[config.mk]
export PLATFORM = sky130hd
export DESIGN_NAME = demo_prog_loader
export DESIGN_NICKNAME = d
export VERILOG_FILES = /design/src/rtl/demo_prog_loader.sv
export SDC_FILE = /design/constraint.sdc
export NUM_CORES = 1
export LEC_CHECK = 0
export CORE_ASPECT_RATIO = 0.5
export CORE_UTILIZATION = 35
export CTS_BUF_LIST = sky130_fd_sc_hd__clkbuf_16
export DETAILED_ROUTE_END_ITERATION = 10
export PLACE_DENSITY = 0.48
export SYNTH_ARGS = -nofsm -noshare
export SYNTH_HDL_FRONTEND = slang
export SYNTH_SLANG_ARGS = --single-unit
[constraint.sdc]
create_clock -name clk -period 4 [get_ports clk]
set_input_delay 1 -clock clk [delete_from_list [all_inputs] [get_ports clk]]
set_output_delay 1 -clock clk [all_outputs]
set_load 0.01 [all_outputs]
[src/rtl/demo_prog_loader.sv]
// demo_prog_loader: stores IMAGES program images and shifts a selected one
// serially into a tiny processor's mode/sclk/mosi pins, then signals done.
// Optional feature macro: LOADER_CHECKSUM_EN appends a zero-sum checksum word.
module demo_prog_loader #(
    parameter int unsigned WORD_W     = 8,
    parameter int unsigned DEPTH      = 16,
    parameter int unsigned IMAGES     = 2,
    parameter int unsigned HALF_DIV   = 2,
    parameter int unsigned GAP_CYCLES = 4,
    localparam int unsigned IMG_W     = (IMAGES > 1) ? $clog2(IMAGES) : 1,
    localparam int unsigned ADDR_W    = (DEPTH > 1) ? $clog2(DEPTH) : 1
) (
    input  logic              clk,
    input  logic              rst_n,
    input  logic              wr_en,
    input  logic [IMG_W-1:0]  wr_img,
    input  logic [ADDR_W-1:0] wr_addr,
    input  logic [WORD_W-1:0] wr_data,
    output logic              wr_err,
    input  logic              start,
    input  logic [IMG_W-1:0]  img_sel,
    input  logic              pause,
    input  logic              abort,
    output logic [1:0]        mode_out,
    output logic              sclk_out,
    output logic              mosi_out,
    output logic              busy,
    output logic              done_out
);

`ifdef LOADER_CHECKSUM_EN
    localparam int unsigned N_WORDS = DEPTH + 1;
`else
    localparam int unsigned N_WORDS = DEPTH;
`endif
    localparam int unsigned WCNT_W = $clog2(N_WORDS + 1);
    localparam int unsigned BIT_W  = (WORD_W > 1) ? $clog2(WORD_W) : 1;
    localparam int unsigned DIV_W  = $clog2(2 * HALF_DIV);
    localparam int unsigned GAP_W  = (GAP_CYCLES > 1) ? $clog2(GAP_CYCLES) : 1;

    typedef enum logic [1:0] {
        ST_IDLE  = 2'd0,
        ST_SHIFT = 2'd1,
        ST_GAP   = 2'd2,
        ST_DONE  = 2'd3
    } state_t;

    logic [WORD_W-1:0] mem [IMAGES][DEPTH];

    state_t            state_q, state_n;
    logic [IMG_W-1:0]  img_q, img_n;
    logic [WCNT_W-1:0] word_q, word_n;
    logic [BIT_W-1:0]  bit_q, bit_n;
    logic [DIV_W-1:0]  div_q, div_n;
    logic [GAP_W-1:0]  gap_q, gap_n;
    logic [WORD_W-1:0] shreg_q, shreg_n;
    logic [WORD_W-1:0] pre_q;
`ifdef LOADER_CHECKSUM_EN
    logic [WORD_W-1:0] sum_q, sum_n;
`endif
    logic [1:0]        mode_n;
    logic              sclk_n, mosi_n, busy_n, done_n, wr_err_n;

    logic              idle_like_c, wr_ok_c;
    logic [IMG_W-1:0]  sel_img_c, rd_img_c;
    logic [ADDR_W-1:0] rd_addr_c;
    logic [WCNT_W-1:0] nxt_word_c;
    logic [WORD_W-1:0] rd_word_c;

    assign idle_like_c = (state_q == ST_IDLE) || (state_q == ST_DONE);
    assign sel_img_c   = (32'(img_sel) < IMAGES) ? img_sel : '0;
    assign nxt_word_c  = word_q + WCNT_W'(1);
    assign wr_ok_c     = wr_en && idle_like_c && (32'(wr_img) < IMAGES)
                         && (32'(wr_addr) < DEPTH);

    // Read port: word 0 of the selected image when idle, else the next word to prefetch
    always_comb begin
        rd_img_c  = img_q;
        rd_addr_c = '0;
        if (idle_like_c) begin
            rd_img_c = sel_img_c;
        end else if (32'(nxt_word_c) < DEPTH) begin
            rd_addr_c = ADDR_W'(nxt_word_c);
        end
    end

    assign rd_word_c = mem[rd_img_c][rd_addr_c];

    // Image memory write, only while no load is running
    always_ff @(posedge clk) begin
        if (wr_ok_c) begin
            mem[wr_img][wr_addr] <= wr_data;
        end
    end

    // Next-state, counters and output values; outputs follow the next state
    always_comb begin
        state_n  = state_q;
        img_n    = img_q;
        word_n   = word_q;
        bit_n    = bit_q;
        div_n    = div_q;
        gap_n    = gap_q;
        shreg_n  = shreg_q;
`ifdef LOADER_CHECKSUM_EN
        sum_n    = sum_q;
`endif
        wr_err_n = wr_en && !idle_like_c;

        case (state_q)
            ST_IDLE, ST_DONE: begin
                if (start) begin
                    state_n = ST_SHIFT;
                    img_n   = sel_img_c;
                    word_n  = '0;
                    bit_n   = BIT_W'(WORD_W - 1);
                    div_n   = '0;
                    gap_n   = '0;
                    shreg_n = rd_word_c;
`ifdef LOADER_CHECKSUM_EN
                    sum_n   = rd_word_c;
`endif
                end
            end
            ST_SHIFT: begin
                if (!pause) begin
                    if (div_q == DIV_W'(2 * HALF_DIV - 1)) begin
                        div_n = '0;
                        if (bit_q == '0) begin
                            if (word_q == WCNT_W'(N_WORDS - 1)) begin
                                state_n = ST_GAP;
                                gap_n   = '0;
                            end else begin
                                word_n = nxt_word_c;
                                bit_n  = BIT_W'(WORD_W - 1);
`ifdef LOADER_CHECKSUM_EN
                                if (32'(nxt_word_c) == DEPTH) begin
                                    shreg_n = ~sum_q + WORD_W'(1);
                                end else begin
                                    shreg_n = pre_q;
                                    sum_n   = sum_q + pre_q;
                                end
`else
                                shreg_n = pre_q;
`endif
                            end
                        end else begin
                            bit_n   = bit_q - BIT_W'(1);
                            shreg_n = {shreg_q[WORD_W-2:0], 1'b0};
                        end
                    end else begin
                        div_n = div_q + DIV_W'(1);
                    end
                end
            end
            ST_GAP: begin
                if (!pause) begin
                    if (gap_q == GAP_W'(GAP_CYCLES - 1)) begin
                        state_n = ST_DONE;
                        gap_n   = '0;
                    end else begin
                        gap_n = gap_q + GAP_W'(1);
                    end
                end
            end
            default: state_n = ST_IDLE;
        endcase

        if (abort) begin
            state_n  = ST_IDLE;
            img_n    = '0;
            word_n   = '0;
            bit_n    = '0;
            div_n    = '0;
            gap_n    = '0;
            shreg_n  = '0;
`ifdef LOADER_CHECKSUM_EN
            sum_n    = '0;
`endif
            wr_err_n = 1'b0;
        end

        mode_n = 2'b00;
        if (state_n == ST_SHIFT || state_n == ST_GAP) begin
            mode_n = 2'b01;
        end else if (state_n == ST_DONE) begin
            mode_n = 2'b10;
        end
        sclk_n = (state_n == ST_SHIFT) && (div_n >= DIV_W'(HALF_DIV));
        mosi_n = (state_n == ST_SHIFT) && shreg_n[WORD_W-1];
        busy_n = (state_n == ST_SHIFT) || (state_n == ST_GAP);
        done_n = (state_n == ST_DONE);
    end

    // State, counters, prefetch buffer and registered outputs
    always_ff @(posedge clk or negedge rst_n) begin
        if (!rst_n) begin
            state_q  <= ST_IDLE;
            img_q    <= '0;
            word_q   <= '0;
            bit_q    <= '0;
            div_q    <= '0;
            gap_q    <= '0;
            shreg_q  <= '0;
            pre_q    <= '0;
`ifdef LOADER_CHECKSUM_EN
            sum_q    <= '0;
`endif
            mode_out <= 2'b00;
            sclk_out <= 1'b0;
            mosi_out <= 1'b0;
            busy     <= 1'b0;
            done_out <= 1'b0;
            wr_err   <= 1'b0;
        end else begin
            state_q  <= state_n;
            img_q    <= img_n;
            word_q   <= word_n;
            bit_q    <= bit_n;
            div_q    <= div_n;
            gap_q    <= gap_n;
            shreg_q  <= shreg_n;
            if (state_q == ST_SHIFT) begin
                pre_q <= rd_word_c;
            end
`ifdef LOADER_CHECKSUM_EN
            sum_q    <= sum_n;
`endif
            mode_out <= mode_n;
            sclk_out <= sclk_n;
            mosi_out <= mosi_n;
            busy     <= busy_n;
            done_out <= done_n;
            wr_err   <= wr_err_n;
        end
    end

endmodule

==> results.md <==
* Hold Vio Cnt, Final at 0
* Adder-cell share of the synthesized area at under 10%
* Crit path DAT at 4.07 ns
* Req. time, crit path at 4.43 ns
* Max VDD drop at between 0.3 and 0.4 mV
* Period minus WS final at approximately 3.6 ns
* Routability cong. at 0.849
* CP top delay family: compound AO/OA/AOI/OAI gates
* # Post-CTS Setup Buffers at 0
* Initial DRC count at 861
* Initial DRT Pass Iterations at 5
* Crit path kind: register to register
* CP Launch Point: word_q[0]
* Startpoint Class: register
* Die area at 0.0377 mm2
* Critical R2R Launch: word_q[0]
* Routing usage on met2 at 29.3%
* Setup violations, final at 0
* Ports at 27
* Antenna viol nets, final at 0
* Post-synth EDFFs at between 200 and 300
* Slew @ Worst Pin at 1.30 ns
* Final Skew at about 0.018 ns
* Max_slew headroom at 13.0%
* CTS Root Cell: clkbuf_16
* Period utilisation layout at 91.2%
* Most used cell along the critical path: ha_1
* Gr usage total at 20.0%
* Mux cell area share after synthesis at 7.75%
* FF+latch count, synth at 292
* RSZ-0062 raised after global routing: false
* M1 GR Usage at 30.9%
* Final instance area at approximately 0.015 mm2
* HP Start: bit_q[1]
* GRT Max-Usage Layer: met1
* Chip width at 274 um
* GRT Residual Overflow at 0
* HPWL reported at the end of detailed placement at between 20000 and 25000 um
* Status: completed
* Synth Flop Type: edfxtp_1
* CP cell instances: ha_1 > and3_1 > ha_1 > or3b_2 > buf_12 > a221oi_1 > a2111oi_0 > buf_4 > a2111oi_2 > o21ai_1
* First-pass GRT wire length at 54800 um
* Post-synth ARST share at 12.3%
* Post-synthesis compound-gate area fraction at 15.5%
* Post-synthesis xor/xnor area fraction at 0%
* Dpl cell area at 0.0141 mm2
* Largest net degree at the start of global routing at 56
* Core footprint at 0.0361 mm2
* Worst-path clk slew at 0.06 ns
* WP buf/inv at 2
* P&R area growth vs syn at 16.5%
* TritonCTS Buffers at 29
* Port Buffer Count at 26
* Highest Clock Rate at 274 MHz
* Register area share after synthesis at 66.5%
* Final Net Count at between 900 and 1000
* Synth Area in Simple Gates at about 6.4%
* Post-CTS sizing at 0
* Rows at 49
* Vias in the first global route at 8131
* Sink Count at roughly 290
* Fraction of layout cells with a size suffix above 1 at 15.2%
* Main combinational cell family by area after synthesis: compound AO/OA/AOI/OAI gates
* Mean Syn Cell Area at roughly 14 um2
* HP Class: register to register
* CTS H-Tree Depth at 1
* Die Ht at 138 um
* Crit path max-delay cell type: or3b_2
* Initial Util at a little over a third
* Max incr delay on CP at 0.51 ns
* Final core occ at 41.7%
* M3 GR Usage at 3.21%
* Cts hold-fix bufs at 0
* Yosys warns at 0
* TritonCTS clock tree: yes
* Setup TNS at 0 ns
* Max Cap Viol at 0
* Residual DRC at 0
* Max Buffers Root-to-Sink at 3
* Slew Viols, Final at 0
* DR vias at between 8000 and 9000
* Leakage at 5.13 nW
* Wire per inst at 25.5 um
* Clock Latency Late Sink at ~0.57 ns
* Total power at around 0.009 W
* Library cells used by synthesis at 62
* Initial antenna violation count at 0
* Post-Route WL at 37600 um
* Post-Synthesis Cells at 901
* Cell area power density at 614 mW/mm2
* Syn Std Cell Area at approximately 0.013 mm2
* Crit end category: register
* Number of vias per cell at 5.70
* Crit-path max FO at 51
* Net Count, Synth at 932
## layer usage
| layer | wire (um) | vias up |
|---|---|---|
| li1 | - | 3777 |
| met1 | 18900 | 4358 |
| met2 | 16000 | 235 |
| met3 | 2100 | 38 |
| met4 | 602 | 0 |
| met5 | 0 | - |
## Yosys cell counts, types with 3 or more instances
cell type | n | area share, %
a2bb2oi_1 | 5 | 0.34
o21ai_1 | 6 | 0.23
clkbuf_1 | 28 | 0.81
a31oi_1 | 3 | 0.15
a2111oi_0 | 10 | 0.68
o211ai_1 | 4 | 0.23
buf_1 | 6 | 0.17
a21oi_1 | 33 | 1.3
mux2i_1 | 82 | 6.4
buf_2 | 27 | 1.0
buf_6 | 3 | 0.26
a311oi_1 | 5 | 0.34
and2_1 | 4 | 0.19
a21o_1 | 4 | 0.23
a2111oi_2 | 4 | 0.47
ha_1 | 11 | 1.1
dfrtp_1 | 36 | 7.0
o31ai_1 | 9 | 0.52
o22ai_1 | 3 | 0.15
nand2_1 | 42 | 1.2
nor3_1 | 6 | 0.23
o21a_1 | 3 | 0.17
nor2_1 | 56 | 1.6
nand3_1 | 8 | 0.31
inv_1 | 11 | 0.32
buf_4 | 3 | 0.17
edfxtp_1 | 256 | 60
a211o_1 | 4 | 0.27
o2111ai_1 | 14 | 0.95
nor2b_1 | 24 | 1.2
nand2b_1 | 10 | 0.48
mux2_2 | 14 | 1.2
a221o_1 | 21 | 1.6
nor3b_1 | 9 | 0.52
o21ai_0 | 16 | 0.62
a211oi_1 | 18 | 1.0
a221oi_1 | 71 | 4.8
## layout make-up
class                      count  area (um2)
antenna                        1        2.50
tap                          484         606
multi-input combinational    531        3970
sequential                   292        8590
clock buffer                  29         726
clock inverter                24         209
timing repair buffer         102         896
inverter                      11        41.3
fill                        3281       21100
## power by group
group          switching (W)  total [W]  internal [W]  leakage (nW)
registers           0.000129    0.00360       0.00347          2.77
clock network        0.00116    0.00273       0.00157         0.489
logic                0.00185    0.00291       0.00106          1.88
total                0.00314    0.00924       0.00610          5.13
## kinds of logic (layout without fill, tap and decap cells)
kind of cell / after synthesis / count (layout)
AOI/OAI and AO/OA: 252 / 252
adders and majority gates: 11 / 11
buffers and inverters: 78 / 166
DFF: 292 / 292
muxes: 97 / 97
other: 0 / 1
and+or+nand+nor: 171 / 171
## stage by stage
stage                     hold WS (ns)  setup slack, ns  cells
after CTS                        0.486            0.425   1473
after global placement           0.465            0.463   1420
after global routing             0.512           0.0853   1473
after detailed placement         0.473            0.454   1420
final                            0.482            0.354   1474
after floorplan                  0.449             1.18    901
## flip-flops by register name, indices dropped and copies added (netlist names)
register,flops
bit_q,3
div_q,2
done_out,1
gap_q,2
img_q,1
mem,256
mode_out,1
mosi_out,1
pre_q,8
sclk_out,1
shreg_q,8
state_q,2
word_q,5
wr_err,1
## cells in the final DEF (no fill, tap or decap), types with 5 or more instances in the layout
master	n
nand2_1	42
buf_12	6
nor3_1	6
mux2_2	14
a221o_1	21
dfrtp_1	35
a311oi_1	5
buf_4	70
nand2b_1	10
a221oi_1	71
clkdlybuf4s50_1	24
clkinv_2	8
nor2_1	55
nor3b_1	9
o21ai_0	16
ha_1	10
a211oi_1	18
mux2i_1	82
clkbuf_16	29
edfxtp_1	256
o2111ai_1	14
nor2b_1	24
o21ai_1	6
nand3_1	8
o31ai_1	9
inv_1	18
a21oi_1	33
a2111oi_0	10
a2bb2oi_1	5
## worst paths after layout
path | to | slack, ns | cells past startpoint
setup / recovery | shreg_q[3] | 0.35 | 10
hold / removal | bit_q[1] | 0.48 | 1
setup reg to reg | shreg_q[3] | 0.35 | 10
hold reg to reg | bit_q[1] | 0.48 | 1
max in group asynchronous | img_q | 2.77 | 1
min in group asynchronous | gap_q[0] | 0.56 | 1
Power figures use the tool's default switching activity.
